## src/rtl/serial_subtractor_if.sv

```systemverilog
// Handshake and operand/result bundle for the bit-serial subtractor.
// master drives start/a/b; slave returns busy/done/diff/borrow_out/ovf.
interface serial_subtractor_if #(
  parameter int WIDTH = 8
) ();
  logic             start;
  logic [WIDTH-1:0] a;
  logic [WIDTH-1:0] b;
  logic             busy;
  logic             done;
  logic [WIDTH-1:0] diff;
  logic             borrow_out;
  logic             ovf;

  modport master (
    output start, a, b,
    input  busy, done, diff, borrow_out, ovf
  );

  modport slave (
    input  start, a, b,
    output busy, done, diff, borrow_out, ovf
  );
endinterface

```

## src/rtl/serial_subtractor.sv

```systemverilog
// Bit-serial A-B, LSB first, one borrow FF between bit cycles.
// Ports: clk, rst_n (sync, active-low), bus (start/a/b in; busy/done/diff/borrow_out/ovf out).
module serial_subtractor #(
  parameter int WIDTH = 8
) (
  input logic                clk,
  input logic                rst_n,
  serial_subtractor_if.slave bus
);

  localparam int CW = $clog2(WIDTH);
  localparam logic [CW-1:0] LAST = CW'(WIDTH - 1);

  typedef enum logic [1:0] {
    IDLE  = 2'd0,
    SHIFT = 2'd1
  } state_t;

  state_t           state;
  logic [WIDTH-1:0] sa;
  logic [WIDTH-1:0] sb;
  logic [WIDTH-1:0] sr;
  logic             bw;
  logic [CW-1:0]    cnt;
  logic             sign_a;
  logic             sign_b;

  logic             busy_q;
  logic             done_q;
  logic [WIDTH-1:0] diff_q;
  logic             bo_q;
  logic             ovf_q;

  logic             x;
  logic             y;
  logic             d;
  logic             bw_nx;
  logic [WIDTH-1:0] sr_nx;

  assign x     = sa[0];
  assign y     = sb[0];
  assign d     = x ^ y ^ bw;
  assign bw_nx = (~x & y) | (~(x ^ y) & bw);
  assign sr_nx = {d, sr[WIDTH-1:1]};

  always_ff @(posedge clk) begin
    if (!rst_n) begin
      state  <= IDLE;
      sa     <= '0;
      sb     <= '0;
      sr     <= '0;
      bw     <= 1'b0;
      cnt    <= '0;
      sign_a <= 1'b0;
      sign_b <= 1'b0;
      busy_q <= 1'b0;
      done_q <= 1'b0;
      diff_q <= '0;
      bo_q   <= 1'b0;
      ovf_q  <= 1'b0;
    end else begin
      done_q <= 1'b0;
      unique case (state)
        IDLE: begin
          if (bus.start) begin
            sa     <= bus.a;
            sb     <= bus.b;
            sr     <= '0;
            sign_a <= bus.a[WIDTH-1];
            sign_b <= bus.b[WIDTH-1];
            bw     <= 1'b0;
            cnt    <= '0;
            busy_q <= 1'b1;
            state  <= SHIFT;
          end
        end
        SHIFT: begin
          sa <= sa >> 1;
          sb <= sb >> 1;
          sr <= sr_nx;
          bw <= bw_nx;
          if (cnt == LAST) begin
            // counter parks at 0 instead of wrapping
            cnt    <= '0;
            diff_q <= sr_nx;
            bo_q   <= bw_nx;
            ovf_q  <= (sign_a != sign_b) &&
                      (sr_nx[WIDTH-1] != sign_a);
            done_q <= 1'b1;
            busy_q <= 1'b0;
            state  <= IDLE;
          end else begin
            cnt <= cnt + CW'(1);
          end
        end
        default: begin
          busy_q <= 1'b0;
          state  <= IDLE;
        end
      endcase
    end
  end

  assign bus.busy       = busy_q;
  assign bus.done       = done_q;
  assign bus.diff       = diff_q;
  assign bus.borrow_out = bo_q;
  assign bus.ovf        = ovf_q;

endmodule
```

## src/flat_wrapper.sv

```systemverilog
// flat-port wrapper written by rule: the top's interface ports become plain ports
module serial_subtractor_flat 
#(
  parameter int WIDTH = 8
)
  (clk, rst_n, bus_start, bus_a, bus_b, bus_busy, bus_done, bus_diff, bus_borrow_out, bus_ovf);
  serial_subtractor_if #(.WIDTH(WIDTH)) bus_i ();
  input logic clk;
  input logic rst_n;
  input wire logic [$bits(bus_i.start)-1:0] bus_start;
  input wire logic [$bits(bus_i.a)-1:0] bus_a;
  input wire logic [$bits(bus_i.b)-1:0] bus_b;
  output wire logic [$bits(bus_i.busy)-1:0] bus_busy;
  output wire logic [$bits(bus_i.done)-1:0] bus_done;
  output wire logic [$bits(bus_i.diff)-1:0] bus_diff;
  output wire logic [$bits(bus_i.borrow_out)-1:0] bus_borrow_out;
  output wire logic [$bits(bus_i.ovf)-1:0] bus_ovf;
  assign bus_i.start = bus_start;
  assign bus_i.a = bus_a;
  assign bus_i.b = bus_b;
  assign bus_busy = bus_i.busy;
  assign bus_done = bus_i.done;
  assign bus_diff = bus_i.diff;
  assign bus_borrow_out = bus_i.borrow_out;
  assign bus_ovf = bus_i.ovf;
  serial_subtractor #(.WIDTH(WIDTH)) u_core (.clk(clk), .rst_n(rst_n), .bus(bus_i));
endmodule
```

## config.mk

```make
export PLATFORM = sky130hd
export DESIGN_NAME = serial_subtractor_flat
export DESIGN_NICKNAME = d
export VERILOG_FILES = /design/src/rtl/serial_subtractor_if.sv /design/src/rtl/serial_subtractor.sv /design/src/flat_wrapper.sv
export SDC_FILE = /design/constraint.sdc
export NUM_CORES = 1
export LEC_CHECK = 0
export BUFFER_PORTS_ARGS = -buffer_cell sky130_fd_sc_hd__buf_4
export CAP_MARGIN = 20
export CORE_MARGIN = 2
export CORE_UTILIZATION = 55
export DETAILED_ROUTE_END_ITERATION = 10
export PLACE_DENSITY = 0.78
export SLEW_MARGIN = 20
export SYNTH_ARGS = -nofsm -noshare
export SYNTH_HDL_FRONTEND = slang
export SYNTH_SLANG_ARGS = --single-unit
```

## constraint.sdc

```tcl
create_clock -name clk -period 1.85 [get_ports clk]
set_input_delay 0.37 -clock clk [delete_from_list [all_inputs] [get_ports clk]]
set_output_delay 0.37 -clock clk [all_outputs]
set_load 0.03 [all_outputs]
```

Yosys cells after proc, flatten, opt, wreduce, memory -nomap -nowiden
Cells that the tools add are included.

Output and inout port bits: 12. Word-level logic and storage cells: 53. Input port bits: 19. Register bits after elaboration: 44.

$add $sub $neg: 1. Reductions and logical operators: 8. Bitwise gates (word level): 7. Multiplexer cells: 18. Equal/unequal tests: 6.

Operators with widths (number): one-hot mux 8 bit (2 select lines) (3); 2-to-1 mux 8 bit (3); AND reduction 2 bit (5); 2-to-1 mux 3 bit (2); one-hot mux 3 bit (2 select lines) (1); 2-to-1 mux 1 bit (4); 2-to-1 mux 2 bit (2); one-hot mux 1 bit (2 select lines) (2); one-hot mux 2 bit (2 select lines) (1); adder 3 x 1 -> 3 bit, second input constant (1); equality test 3 bit, second input constant (1); bitwise AND 1 bit (2); equality test 2 x 1 -> 1 bit, second input constant (1); logical NOT 2 bit (1); != test 1 bit (2); != test 2 x 1 -> 1 bit, second input constant (1); != test 2 bit, second input constant (1); inverter 1 bit (2); nonzero test 2 bit (1); bitwise XOR 1 bit (2); logical AND 1 bit (1); bitwise OR 1 bit (1).

Longest topological paths before layout
Gate-level depths: netlist of run 1.

Depth in word-level cells: 5. Depth in mapped cells: 6. Gate-level depth less buffers: 5.

Worst setup path after synthesis of run 1
No wires, ideal clock.

Kind: register to register. From: reg u_core.cnt[0]. To: reg u_core.bo_q, in the netlist u_core.bus.borrow_out. Data required time: 1.734 ns. Library setup time: 0.116 ns. Path slack: 0.518 ns. Cell stages (with the launch flop): 6. Arrival time: 1.216 ns. Cells stage by stage: dfxtp_1 -> ha_1 -> ha_1 -> and2_4 -> buf_4 -> o211a_1.

Cells in the longest elaborated chain, start to end: 2.

RTL lines: start: declaration (line serial_subtractor.sv:24) `logic [CW-1:0] cnt;`; start signal: assignment (line serial_subtractor.sv:93) `cnt <= cnt + CW'(1);`; equality test 3 bit (line serial_subtractor.sv:82) `if (cnt == LAST) begin`; AND reduction 2 bit (no line); end signal: assignment (line serial_subtractor.sv:86) `bo_q <= bw_nx;`; end: declaration (line serial_subtractor.sv:31) `logic bo_q;`.

Every way passes these cells. A chain may end at the register's enable or synchronous reset.

Worst setup path after layout of run 1
From: reg u_core.cnt[0]. To: reg u_core.diff_q[1], in the netlist u_core.bus.diff[1].

Cells in the longest elaborated chain, start to end: 2.

RTL lines: equality test 3 bit (line serial_subtractor.sv:82); AND reduction 2 bit (no line); end signal: assignment (line serial_subtractor.sv:85) `diff_q <= sr_nx;`; end: declaration (line serial_subtractor.sv:30) `logic [WIDTH-1:0] diff_q;`.

Every way passes these cells.

==> results.txt, run 1 <==
number of iterations in the first detailed-routing pass = 4
sum of overflow across all layers after global routing = 0
final worst path period need = 1400 ps
post-synth net total = 218
starting utilization of the core area = 58.4%
per-cell via count in the routed design = 5.06
power density over the cells = 750 nW/um^2
final clock period utilization by the worst path = 75.6%
classification of the worst-slack hold path = in -> reg
post-route cell area = 2060 um^2
final hold vios = 0
number of buffers on the longest clock path = 2
Cell Rows = 20
Detail Placement HPWL = 2300 um
Yosys top cell area share = 45.3%
most common library cell in the layout ignoring fill and taps = sky130_fd_sc_hd__dfxtp_1
worst-case setup slack after placement = 467 ps
last element of the critical path = u_core.bus.diff[1]
final-layout worst hold slack = 305 ps
clock share of power = 27.1%
combinational fraction of design power = 12.2%
Clock Sinks = 41
post-synthesis instance area = 1810 um^2
worst IR drop on VDD = 0.543 mV
largest net degree at the start of global routing = 41
maximum achievable frequency = 715 MHz
endpoint required time on the critical path = 2100 ps
CTS Buf Count = 5
global placement routability congestion = 0.717
run status = complete, no violations
layout-stage area growth over the synthesis result = 13.5%
vias in the first global route = 1231
cell area after placement = 2010 um^2
post-layout util = 66.3%
category of the most critical setup path = reg -> reg
Die W = 61.4 um
average routed wire per standard cell = 12.4 um
endpoint of the most critical register-to-register path = u_core.bus.diff[1]
final net count = 244
number of antenna repair diodes = 0
unrepaired setup endpoints after global routing = no
FFs w/ async S/R, synth = 0%
number of cells produced by synthesis = 196
Setup TNS Final = 0 ps
placeable core area = 3100 um^2
crit path max fanout = 12
most numerous cell on the critical path = sky130_fd_sc_hd__ha_1
remaining max-slew budget at the tightest pin = 74.5%
Iter 0 DRT Violations = 50
critical path data arrival time = 1650 ps
final number of max-transition violations = 0
Distinct cells, synth = 30
post-route clock skew = 10.3 ps
critical path startpoint category = register
leakage power of the design = 0.851 nW
top cells by area in the synthesized netlist = sky130_fd_sc_hd__dfxtp_1 45%, sky130_fd_sc_hd__mux2i_1 9.9%, sky130_fd_sc_hd__nand2_1 6.4%
share of cells above drive strength 1 = 17.9%
TritonCTS clock tree = built
capturing element type of the critical path = register
placed cell count = 259
post-CTS setup-driven buffer insertion count = 0
antenna violations before repair = 0
clock insertion delay at the later pin of the skew report = 330 ps
fraction of the yosys area taken by sequential cells = 45.3%
internal cell power = 1.16 mW
reg2reg path depth = 5
total number of cells along the worst setup path = 5
mean instance size in the synthesized netlist = 9.24 um^2
max_cap viols = 0
register bit count reported by yosys = 41
number of warnings reported in the yosys synthesis log = 0
GRT Resource Usage Total = 19.2%
Setup Viol. Count Final = 0
first-pass GRT wire length = 5310 um
I/O Buffers = 30
slew at the pin with the worst max-slew slack = 383 ps
switching power share of the total = 24.7%
cell at the slowest stage of the critical path = sky130_fd_sc_hd__dfxtp_1
Critical Path Start = u_core.cnt[0]
max incr delay on CP = 370 ps
total number of vias = 1352
Chip Height = 61.4 um
reported net switching power = 381 uW
area of the die = 3770 um^2
post-route antenna net violation count = 0
drc violations = 0
wirelength, routed = 3320 um
total chip power = 1.54 mW
critical path's top delay family = adder cells
slack of the critical path = 452 ps
clock edge transition at the registers on the reported setup and hold paths = 120 ps
sequential fraction of design power = 60.7%
cells along the critical path = ha_1, ha_1, and2_4, nand2_1, a21boi_0
Crit Reg-Reg Startpoint = u_core.cnt[0]
slack of the worst reg-to-reg path = 450 ps
commonest cells after routing, fill and taps aside = 41 x sky130_fd_sc_hd__dfxtp_1, 33 x sky130_fd_sc_hd__buf_4, 31 x sky130_fd_sc_hd__nand2_1
critical path buffer and inverter count = 0
clock root buffer master = sky130_fd_sc_hd__clkbuf_4
Hold Buf Count CTS = 0
H-tree lvl count = 2
dominant synthesized flop cell = sky130_fd_sc_hd__dfxtp_1
top cell type by total area after synthesis = sky130_fd_sc_hd__dfxtp_1
post-cts repair resize count = 0
EDFF count, synth = 0
number of non-filler instances in the completed layout = 267
number of top-level pins = 31
[cell families after synthesis]
kind of cell | count (synthesis) | share of synthesized area, %
fa+ha+maj | 3 | 2.49
flops | 41 | 45.3
buf+inv | 16 | 6.35
mux | 18 | 9.94
simple gates | 80 | 23.8
compound gates | 38 | 12.2
[sequential cells by signal, summed over array words and instances, names as in the netlist]
name	count
u_core.bus.diff	8
u_core.sa	8
u_core.sb	8
u_core.sr	7
u_core.cnt	3
u_core.bus.borrow_out	1
u_core.bus.done	1
u_core.bus.ovf	1
u_core.bw	1
u_core.sign_a	1
u_core.sign_b	1
u_core.state	1
[power groups by stage]
stage	logic (mW)	registers, mW	clock network, mW
2_1_floorplan	0.145	0.952	0
4_1_cts	0.188	0.936	0.425
6_report	0.188	0.936	0.418
5_1_grt	0.207	0.940	0.463
3_5_place_dp	0.187	0.956	0
3_3_place_gp	0.178	0.953	0
[worst min-delay path by stage]
stage	to	slack, ps	from	cells after the start
6_report	u_core.sb[7]	300	bus_b[7]	3
5_1_grt	u_core.sa[7]	300	bus_a[7]	3
4_1_cts	u_core.sb[7]	290	bus_b[7]	3
3_5_place_dp	u_core.bus.diff[4]	450	u_core.bus.diff[4]	2
3_3_place_gp	u_core.bus.diff[2]	440	u_core.bus.diff[2]	2
2_1_floorplan	u_core.bus.diff[0]	440	u_core.sr[1]	2
[synthesized netlist by cell type, drive strengths merged, types with 2 or more instances]
library cell / count
a21oi: 12
dfxtp: 41
nor3b: 10
nor2: 4
clkbuf: 3
o21ai: 15
mux2i: 18
buf: 11
and2: 15
a21boi: 8
nor2b: 14
nand2: 32
inv: 2
o21a: 2
ha: 2
[area by class of cell]
type,instances,area [um^2]
Inverter,2,7.51
Multi-Input combinational cell,139,876
Sequential cell,41,821
Tap cell,44,55.1
Clock buffer,8,48.8
Fill cell,281,1050
Timing Repair Buffer,33,248
[worst reg2reg max path, stage by stage (launching register included)]
cell,delay [ps]
sky130_fd_sc_hd__dfxtp_1,370
sky130_fd_sc_hd__ha_1,160
sky130_fd_sc_hd__ha_1,260
sky130_fd_sc_hd__and2_4,270
sky130_fd_sc_hd__nand2_1,70
sky130_fd_sc_hd__a21boi_0,200
[metal layers]
metal	share of wire [%]	vias up	GRT usage, %
li1	-	702	-
met1	48	617	26.5
met2	47	31	30.1
met3	4.8	2	3.99
met4	0.54	0	6.99
met5	0	-	0
Power figures use the tool's default switching activity.
==> inputs of run 2 (changes only) <==
--- a/config.mk
+++ b/config.mk
@@ -8,9 +8,9 @@
 export BUFFER_PORTS_ARGS = -buffer_cell sky130_fd_sc_hd__buf_4
 export CAP_MARGIN = 20
 export CORE_MARGIN = 2
-export CORE_UTILIZATION = 55
+export CORE_UTILIZATION = 49
 export DETAILED_ROUTE_END_ITERATION = 10
-export PLACE_DENSITY = 0.78
+export PLACE_DENSITY = 0.74
 export SLEW_MARGIN = 20
 export SYNTH_ARGS = -nofsm -noshare
 export SYNTH_HDL_FRONTEND = slang
==> constraint.sdc (replaced) <==
create_clock -name clk -period 1.1 [get_ports clk]
set_input_delay 0.22 -clock clk [delete_from_list [all_inputs] [get_ports clk]]
set_output_delay 0.22 -clock clk [all_outputs]
set_load 0.03 [all_outputs]
==> run 2 against run 1 <==
  * Core utilization down 2.2 points
  * First-iteration DRC count up 38%
  * Clock skew down 4.5 ps
  * Clock-buffer cell count down 1
  * Largest cell class unchanged
  * The flow now finishes with violations (negative setup slack)
  * Total power up 96%
  * Global-route usage down 1.1 points
  * Clock power rose to 2.5 times the previous value
  * Fmax up 3.1%
==> results.txt, run 2 (synthesis results as in run 1) <==
final net count = 255 (+4.5%)
critical path data arrival time = 1570 ps (-80 ps)
number of cells traversed by the worst hold path = 3 (unchanged)
Die W = 64.8 um (+5.6%)
critical path startpoint category = register
wirelength, routed = 3440 um (+3.6%)
TritonCTS clock tree = built
commonest cells after routing, fill and taps aside = 39 x sky130_fd_sc_hd__buf_4, 37 x sky130_fd_sc_hd__dfxtp_1, 31 x sky130_fd_sc_hd__nand2_1
clock root buffer master = sky130_fd_sc_hd__clkbuf_8
total chip power = 3.02 mW (+96%)
post-route cell area = 2310 um^2 (+12%)
average routed wire per standard cell = 12.2 um (-1.9%)
clock insertion delay at the later pin of the skew report = 290 ps (-40 ps)
largest net degree at the start of global routing = 41 (unchanged)
final number of max-transition violations = 0 (unchanged)
max incr delay on CP = 580 ps (+210 ps)
Endpoint, Worst Hold = u_core.sa[7]
number of antenna repair diodes = 0 (unchanged)
antenna violations before repair = 0 (unchanged)
worst-case setup slack after placement = -278 ps (-745 ps)
Hold Buf Count CTS = 0 (unchanged)
run status = complete, but fails checks
category of the most critical setup path = reg -> reg
post-route antenna net violation count = 0 (unchanged)
I/O Buffers = 30 (unchanged)
most common library cell in the layout ignoring fill and taps = sky130_fd_sc_hd__buf_4
Cell Rows = 22 (+10%)
Crit Reg-Reg Startpoint = u_core.sb[0]
cell area after placement = 2110 um^2 (+5.4%)
final hold vios = 0 (unchanged)
slew at the pin with the worst max-slew slack = 316 ps (-66.9 ps)
Setup Viol. Count Final = 4 (+4)
number of iterations in the first detailed-routing pass = 4 (unchanged)
classification of the worst-slack hold path = in -> reg
final worst path period need = 1360 ps (-41.4 ps)
leakage power of the design = 0.965 nW (+13%)
crit path max fanout = 3 (-9)
slack of the critical path = -257 ps (-709 ps)
H-tree lvl count = 2 (unchanged)
share of cells above drive strength 1 = 31.2% (+13 points)
worst IR drop on VDD = 0.692 mV (+27%)
post-layout util = 64.0% (-2.2 points)
filler cell count in the final layout = 316 (+12%)
vias in the first global route = 1341 (+8.9%)
cells along the critical path = inv_2, fa_2, and3b_1, a21oi_1, a21oi_1
global routing met2 resource utilization = 30.8% (+0.71 points)
met3 demand-to-capacity share in global routing = 5.90% (+1.9 points)
CTS Buf Count = 5 (unchanged)
slack of the worst reg-to-reg path = -260 ps (-710 ps)
starting utilization of the core area = 50.2% (-8.1 points)
post-route clock skew = 5.82 ps (-4.45 ps)
HP Start = bus_a[7]
Detail Placement HPWL = 2190 um (-4.7%)
sum of overflow across all layers after global routing = 0 (unchanged)
capturing element type of the critical path = register
number of buffers on the longest clock path = 2 (unchanged)
global placement routability congestion = 0.723 (+0.92%)
placeable core area = 3610 um^2 (+16%)
layout-stage area growth over the synthesis result = 27.4%
max_cap viols = 0 (unchanged)
unrepaired setup endpoints after global routing = yes
GRT Resource Usage Total = 18.2% (-1.1 points)
area of the die = 4200 um^2 (+11%)
most crowded layer after global routing = met2
endpoint of the most critical register-to-register path = u_core.bus.ovf
cell at the slowest stage of the critical path = sky130_fd_sc_hd__fa_2
met1 usage = 21.5% (-5.0 points)
Chip Height = 64.8 um (+5.6%)
first-pass GRT wire length = 5860 um (+10%)
per-cell via count in the routed design = 4.95 (-2.2%)
most numerous cell on the critical path = sky130_fd_sc_hd__a21oi_1
drc violations = 0 (unchanged)
Clock Sinks = 41 (unchanged)
power density over the cells = 1310 nW/um^2 (+74%)
total number of vias = 1396 (+3.3%)
violations in the final reports = negative setup slack
number of top-level pins = 31 (unchanged)
Iter 0 DRT Violations = 69 (+38%)
endpoint required time on the critical path = 1320 ps (-780 ps)
reg2reg path depth = 5 (unchanged)
remaining max-slew budget at the tightest pin = 78.9% (+4.5 points)
final clock period utilization by the worst path = 123% (+48 points)
maximum achievable frequency = 737 MHz (+3.1%)
clock edge transition at the registers on the reported setup and hold paths = 70 ps (-50 ps)
[run 2: cell types whose count changed in the layout (fill, tap and decap cells not counted), sizes merged]
cell and delta:
buf +10, and2 +1, clkbuf -1, clkinv +1
[run 2: through the flow]
step	TNS (ps)	cells	hold WS (ps)
after global placement	-595	271	446
after detailed placement	-763	271	448
after CTS	-671	282	163
after global routing	-1100	282	199
after floorplan	-397	196	367
final	-667	282	173
[run 2: area by class of cell]
class | count | area (um^2) | area share (%)
clock inverter | 1 | 5.00 | 0.217
tap | 48 | 60.1 | 2.60
multi-input combinational | 140 | 965 | 41.8
clock buffer | 7 | 96.3 | 4.17
inverter | 2 | 7.51 | 0.325
sequential | 41 | 828 | 35.9
timing repair buffer | 43 | 347 | 15.0
[run 2: worst max-delay path by stage]
stage | start | endpoint | slack (ps) | cells after the start
detailed placement | u_core.sb[0] | u_core.bus.ovf | -280 | 5
finish | u_core.sb[0] | u_core.bus.ovf | -260 | 5
global placement | u_core.sb[0] | u_core.bus.ovf | -220 | 5
floorplan | u_core.sb[0] | u_core.bus.ovf | -210 | 5
global route | u_core.sb[0] | u_core.bus.ovf | -300 | 5
CTS | u_core.sb[0] | u_core.bus.ovf | -260 | 5
[run 2: per-layer routing]
metal | part of all wire [%] | wire length (um) | vias to the layer above
li1 | - | - | 728
met1 | 47 | 1630 | 645
met2 | 47 | 1630 | 19
met3 | 3.8 | 130 | 4
met4 | 1.4 | 48 | 0
met5 | 0 | 0 | -
[run 2: critical path: cells and delay by family (launching register included)]
kind | cells | cell delay (ps)
adder cells (fa/ha/maj) | 1 | 580
AND/OR/NAND/NOR | 1 | 150
flip-flops | 1 | 330
AO/OA/AOI/OAI | 2 | 170
buffers and inverters | 1 | 40
[run 2: where the power goes]
part / internal [mW] / switching [mW]
Clock: 0.567 / 0.497
Sequential: 1.54 / 0.0360
Combinational: 0.206 / 0.177
Total: 2.31 / 0.710
[run 2: timing repair]
item / 4_1_cts / 5_1_grt
resized for setup: 7 / 14
buffers inserted: 2 / 0
setup endpoints to repair: 13 / 18
pin swaps: 2 / 2
gates cloned: 1 / 0
